[config.mk]
export PLATFORM = sky130hd
export DESIGN_NAME = caxi4interconnect_resp_router
export DESIGN_NICKNAME = d
export VERILOG_FILES = /design/src/rtl/caxi4interconnect_resp_router_pkg.sv /design/src/rtl/caxi4interconnect_resp_skid_buf.sv /design/src/rtl/caxi4interconnect_resp_router.sv
export SDC_FILE = /design/constraint.sdc
export NUM_CORES = 1
export LEC_CHECK = 0
export ABC_AREA = 1
export CORE_MARGIN = 4
export CORE_UTILIZATION = 40
export DETAILED_ROUTE_END_ITERATION = 6
export GPL_TIMING_DRIVEN = 0
export SYNTH_ARGS = -nofsm -noshare
export SYNTH_HDL_FRONTEND = slang
export SYNTH_SLANG_ARGS = --single-unit
[constraint.sdc]
create_clock -name ACLK -period 5.28 [get_ports ACLK]
set_clock_uncertainty 0.15 [all_clocks]
set_input_delay 1.056 -clock ACLK [delete_from_list [all_inputs] [get_ports ACLK]]
set_output_delay 1.056 -clock ACLK [all_outputs]
set_load 0.01 [all_outputs]
[src/rtl/caxi4interconnect_resp_router_pkg.sv]
// Shared interconnect definitions: AXI RRESP encodings, buffer occupancy
// states and the rule for how wide a routed RID is.
package caxi4interconnect_resp_router_pkg;

    localparam int RESP_WIDTH = 2;

    typedef enum logic [1:0] {
        RRESP_OKAY   = 2'd0,
        RRESP_EXOKAY = 2'd1,
        RRESP_SLVERR = 2'd2,
        RRESP_DECERR = 2'd3
    } rresp_e;

    typedef enum logic [1:0] {
        OCC_EMPTY = 2'd0,
        OCC_ONE   = 2'd1,
        OCC_TWO   = 2'd2
    } occ_e;

    // A routed RID carries the return port above the original transaction ID.
    function automatic int ridWidth(input int numSlavesWidth, input int idWidth);
        return numSlavesWidth + idWidth;
    endfunction

    // The port field starts directly above the original ID bits.
    function automatic int portFieldLsb(input int idWidth);
        return idWidth;
    endfunction

endpackage

[src/rtl/caxi4interconnect_resp_skid_buf.sv]
// Two-entry FIFO skid buffer; the input ready is registered so the
// consumer's pop never reaches the producer combinationally.
module caxi4interconnect_resp_skid_buf
    import caxi4interconnect_resp_router_pkg::*;
#(
    parameter int WIDTH = 8
) (
    input  logic             clk_i,
    input  logic             rst_ni,
    input  logic             inValid_i,
    output logic             inReady_o,
    input  logic [WIDTH-1:0] inData_i,
    input  logic             pop_i,
    output logic             outValid_o,
    output logic [WIDTH-1:0] outData_o
);

    occ_e             occ_q, occ_d;
    logic [WIDTH-1:0] head_q, head_d;
    logic [WIDTH-1:0] tail_q, tail_d;
    logic             ready_q;
    logic             push;
    logic             pop;

    assign push = inValid_i && ready_q;
    assign pop  = pop_i && (occ_q != OCC_EMPTY);

    // Emptied slots are zeroed so stale beats never linger in the registers.
    always_comb begin
        occ_d  = occ_q;
        head_d = head_q;
        tail_d = tail_q;
        case (occ_q)
            OCC_EMPTY: begin
                if (push) begin
                    head_d = inData_i;
                    occ_d  = OCC_ONE;
                end
            end
            OCC_ONE: begin
                if (push && pop) begin
                    head_d = inData_i;
                end else if (push) begin
                    tail_d = inData_i;
                    occ_d  = OCC_TWO;
                end else if (pop) begin
                    head_d = '0;
                    occ_d  = OCC_EMPTY;
                end
            end
            OCC_TWO: begin
                if (pop) begin
                    head_d = tail_q;
                    tail_d = '0;
                    occ_d  = OCC_ONE;
                end
            end
            default: begin
                head_d = '0;
                tail_d = '0;
                occ_d  = OCC_EMPTY;
            end
        endcase
    end

    always_ff @(posedge clk_i or negedge rst_ni) begin
        if (!rst_ni) begin
            occ_q   <= OCC_EMPTY;
            head_q  <= '0;
            tail_q  <= '0;
            ready_q <= 1'b0;
        end else begin
            occ_q   <= occ_d;
            head_q  <= head_d;
            tail_q  <= tail_d;
            ready_q <= (occ_d != OCC_TWO);
        end
    end

    assign inReady_o  = ready_q;
    assign outValid_o = (occ_q != OCC_EMPTY);
    assign outData_o  = head_q;

endmodule

[src/rtl/caxi4interconnect_resp_router.sv]
// Routes buffered read-response beats back to the requesting slave port
// named in the upper RID bits; beats to unusable ports are dropped with DECERR.
module caxi4interconnect_resp_router
    import caxi4interconnect_resp_router_pkg::*;
#(
    parameter int NUM_SLAVES       = 8,
    parameter int NUM_SLAVES_WIDTH = 3,
    parameter int ID_WIDTH         = 1,
    parameter int DATA_WIDTH       = 32
) (
    input  logic                               ACLK,
    input  logic                               sysReset,
    input  logic                               MASTER_RVALID,
    output logic                               MASTER_RREADY,
    input  logic [NUM_SLAVES_WIDTH+ID_WIDTH-1:0] MASTER_RID,
    input  logic [DATA_WIDTH-1:0]              MASTER_RDATA,
    input  logic [1:0]                         MASTER_RRESP,
    input  logic                               MASTER_RLAST,
    input  logic [NUM_SLAVES-1:0]              READ_CONNECTIVITY,
    output logic [NUM_SLAVES-1:0]              SLAVE_RVALID,
    input  logic [NUM_SLAVES-1:0]              SLAVE_RREADY,
    output logic [ID_WIDTH-1:0]                SLAVE_RID,
    output logic [DATA_WIDTH-1:0]              SLAVE_RDATA,
    output logic [1:0]                         SLAVE_RRESP,
    output logic                               SLAVE_RLAST,
    output logic                               DECERR_PULSE,
    output logic                               DECERR_STICKY
);

    localparam int RID_W    = ridWidth(NUM_SLAVES_WIDTH, ID_WIDTH);
    localparam int PORT_LSB = portFieldLsb(ID_WIDTH);
    localparam int PAY_W    = RID_W + DATA_WIDTH + RESP_WIDTH + 1;

    logic [PAY_W-1:0]            inPayload;
    logic [PAY_W-1:0]            headPayload;
    logic                        headValid;
    logic                        popHead;
    logic [RID_W-1:0]            headRid;
    logic [DATA_WIDTH-1:0]       headData;
    logic [1:0]                  headResp;
    logic                        headLast;
    logic [NUM_SLAVES_WIDTH-1:0] headPort;
    logic [NUM_SLAVES-1:0]       portHit;
    logic                        routable;
    logic                        dropHead;
    logic                        decerrSticky_q;
    logic                        decerrSticky_d;

    assign inPayload = {MASTER_RID, MASTER_RDATA, MASTER_RRESP, MASTER_RLAST};

    caxi4interconnect_resp_skid_buf #(
        .WIDTH (PAY_W)
    ) u_skidBuf (
        .clk_i      (ACLK),
        .rst_ni     (sysReset),
        .inValid_i  (MASTER_RVALID),
        .inReady_o  (MASTER_RREADY),
        .inData_i   (inPayload),
        .pop_i      (popHead),
        .outValid_o (headValid),
        .outData_o  (headPayload)
    );

    assign {headRid, headData, headResp, headLast} = headPayload;
    assign headPort = headRid[PORT_LSB +: NUM_SLAVES_WIDTH];

    // Ports beyond NUM_SLAVES never match, so out-of-range heads are unroutable.
    always_comb begin
        portHit = '0;
        for (int i = 0; i < NUM_SLAVES; i++) begin
            portHit[i] = (32'(headPort) == 32'(i)) && READ_CONNECTIVITY[i];
        end
    end

    assign routable     = |portHit;
    assign dropHead     = headValid && !routable;
    assign SLAVE_RVALID = headValid ? portHit : '0;
    assign popHead      = dropHead || (|(SLAVE_RVALID & SLAVE_RREADY));

    assign SLAVE_RID    = headValid ? headRid[ID_WIDTH-1:0] : '0;
    assign SLAVE_RDATA  = headValid ? headData : '0;
    assign SLAVE_RRESP  = headValid ? headResp : '0;
    assign SLAVE_RLAST  = headValid && headLast;
    assign DECERR_PULSE = dropHead;

    assign decerrSticky_d = decerrSticky_q || dropHead;

    always_ff @(posedge ACLK or negedge sysReset) begin
        if (!sysReset) begin
            decerrSticky_q <= 1'b0;
        end else begin
            decerrSticky_q <= decerrSticky_d;
        end
    end

    assign DECERR_STICKY = decerrSticky_q;

endmodule

==> summary.txt <==
Clock tree
  – Sink Count: 82
  – Total CTS buffers: 9
  – Clk Latency, worst-skew pair: 350 ps
  – H-tree level count: 3
  – Hold_buf cts: 0
  – Post-CTS sizing: 0
  – Clk slew on worst S/H paths: 60 ps
  – Clock buffer depth: 2
  – Clk root buf: clkbuf_16
  – CTS tree: yes
  – Post-CTS Setup Bufs: 0

Critical path
  – Crit path capture: SLAVE_RDATA[24]
  – Crit path launch type: flop
  – Crit-path max cell delay: 630 ps
  – Required @ worst endpoint: 4070 ps
  – Crit. Startpoint: u_skidBuf.occ_q[1]
  – Critical-path cell list: buf_4 -> inv_2 -> nand2_2 -> inv_1 -> clkbuf_1 -> buf_1 -> nor2_1 -> clkdlybuf4s50_1
  – Critical path capture point type: output port
  – Slowest CP cell: buf_1
  – Peak fanout along the critical path: 10
  – Critical path arrival: 2870 ps
  – CP Class: flop to output port
  – Worst r2r dst: u_skidBuf.outData_o[3]
  – R2R cell count: 10
  – Internal reg-to-reg setup slack: 2980 ps
  – Reg2reg start: u_skidBuf.occ_q[0]

Power
  – Switching Share: 0.478
  – Reg power frac: 0.248
  – Tot Pwr: 0.00399 W
  – Clock power frac: 0.164
  – Maximum vdd ir drop: 0.333 mV
  – Sw Pwr: 0.00191 W
  – Gate power share: 0.588
  – Power Internal: 0.00208 W
  – P_leak: 3.54 nW
  – PwrDens: 596 mW/mm^2

Final layout
  – Area grow syn2layout: 31.1%
  – Layout cells sized above 1: 0.0575
  – Final net count: 975
  – N_diodes: 0
  – Finished Cell Area: 0.00669 mm^2

Place
  – Gpl congestion: 0.819
  – IO Port Bufs: 104
  – Cell Area, Placed: 0.00639 mm^2
  – Post-DP HPWL: 10.5 mm

Synth
  – Netlist Area Pre-Place: 0.00510 mm^2
  – Yosys warns: 0
  – Yosys top cell by area: dfrtp_1
  – Flops & latches, synth: 82
  – Largest cells by area after synthesis: dfrtp_1 40%, nand2_1 19%, nand3_1 12%
  – Yosys cell types: 23
  – Share of the synthesized area in the top cell type: 0.402
  – Synth Instances: 801
  – Syn_nets: 859
  – Synth Area per Inst: 6.37 um^2
  – Register area share after synthesis: 0.402

Global route
  – Largest net degree at the start of global routing: 63
  – GRT Util Overall: 0.211
  – Antenna violations before repair: 0
  – GR Overflow Total: 0
  – First-pass GRT wire length: 24.7 mm
  – Vias in the first global route: 5169

Timing
  – Final period util: 0.771
  – Final hold violations: 0
  – RSZ-0062 raised after global routing: false
  – Slew HR: 0.513
  – Fmax: 0.245 GHz
  – Count of final setup violators: 0
  – Tmin final: 4070 ps
  – Fin. max-slew vios: 0
  – Slew @ Worst Pin: 731 ps

Flow run
  – Max Cap Viol: 0

Die
  – FP Rows: 41
  – # IOs: 105
  – Core Box Area: 0.0126 mm^2
  – Area of the die: 0.0146 mm^2
  – Starting Density: 0.406
  – Die width: 121 um
  – Die height: 121 um

Route
  – Pre-antenna DRT Iters: 5
  – WL final: 14.8 mm
  – # DRC: 0
  – Ratio of routed vias to standard cells: 4.80
  – Routed len/inst: 13.5 um
  – Iteration-0 DRC Markers: 348
  – Antenna viol nets, final: 0
  – Via Count: 5248

Hold path
  – Min-Delay Path Class: flop to flop

Run status
  – Outcome: finished, final reports clean
==> power groups by stage <==
stage | combinational, W | sequential (W) | clock [W]
after global routing | 0.00264 | 0.00101 | 0.000696
after floorplan | 0.00155 | 0.000968 | 0
after detailed placement | 0.00236 | 0.000995 | 0
after CTS | 0.00237 | 0.000986 | 0.000666
after global placement | 0.00232 | 0.000990 | 0
final | 0.00234 | 0.000988 | 0.000655
==> layer usage <==
metal | vias to the layer above | global-route usage | part of all wire
li1 | 2652 | - | -
met1 | 2436 | 0.276 | 0.46
met2 | 140 | 0.346 | 0.48
met3 | 20 | 0.0527 | 0.050
met4 | 0 | 0.0637 | 0.014
met5 | - | 0 | 0
==> how the worst min path moves through the flow <==
stage / startpoint / endpoint / slack, ps / cells after the start
after floorplan: u_skidBuf.tail_q[0] / u_skidBuf.tail_q[0] / 290 / 2
after global placement: u_skidBuf.tail_q[27] / u_skidBuf.tail_q[27] / 300 / 2
after detailed placement: u_skidBuf.tail_q[3] / u_skidBuf.tail_q[3] / 310 / 2
after CTS: u_skidBuf.tail_q[11] / u_skidBuf.tail_q[11] / 320 / 2
after global routing: u_skidBuf.tail_q[11] / u_skidBuf.tail_q[11] / 330 / 2
final: u_skidBuf.tail_q[28] / u_skidBuf.tail_q[28] / 320 / 2
==> registers in the layout, summed over array words and instances (netlist names) <==
name,count
u_skidBuf.outData_o,39
u_skidBuf.tail_q,39
u_skidBuf.occ_q,2
DECERR_STICKY,1
u_skidBuf.inReady_o,1
==> worst max-delay path, delay by kind of cell (launching register included) <==
kind,cells,cell delay [ps]
and+or+nand+nor,2,240
DFF,1,360
buffers and inverters,6,1910
==> cells in the mapped netlist <==
cell,count
nand4_1,3
dfrtp_1,82
buf_1,8
buf_2,14
or2_2,1
nand2_2,1
o21ai_2,1
and3_1,1
inv_2,3
buf_6,4
a21oi_1,1
nand3_4,2
nand4_2,1
buf_4,6
clkbuf_1,19
inv_1,130
o21ai_0,40
nor2_2,2
nand3_1,123
nor2_1,94
nor2_4,2
nor3_1,2
nand2_1,261
==> placed cells by master (no fill, tap or decap), drive strengths merged, types with 4 or more instances in the layout <==
master         Yosys  layout
nand4              4       4
nand2            262     262
buf               32      34
o21ai             41      41
nor2              98      98
clkdlybuf4s50      0     103
inv              133     133
dfrtp             82      82
nand3            125     125
clkbuf            19      32
==> cell type report <==
class | count | area (um^2)
plain buffers | 51 | 262
clock buffers | 13 | 270
clock inverters | 2 | 35.0
fillers | 1306 | 5880
inverters | 133 | 499
multi-input cells | 535 | 2290
flip-flops and latches | 82 | 2050
well taps | 172 | 215
repair buffers | 105 | 1070
==> through the flow <==
| step | setup TNS (ps) | std cells | hold WS, ps | util | setup slack [ps] |
|---|---|---|---|---|---|
| 2_1_floorplan | 0 | 801 | 293 | - | 2440 |
| 3_3_place_gp | -15780 | 1077 | 304 | 0.506 | -200 |
| 3_5_place_dp | 0 | 1078 | 309 | 0.508 | 1390 |
| 4_1_cts | 0 | 1093 | 324 | 0.532 | 1190 |
| 5_1_grt | 0 | 1093 | 333 | 0.532 | 1080 |
| 6_report | 0 | 1093 | 321 | 0.532 | 1210 |
==> kinds of logic (layout without fill, tap and decap cells) <==
logic type             count (synthesis)  after routing  share of synthesized area
and+or+nand+nor                      493            493                      0.407
buffers and inverters                184            304                      0.149
DFF                                   82             82                      0.402
AOI/OAI and AO/OA                     42             42                     0.0419
Power figures use the tool's default switching activity.
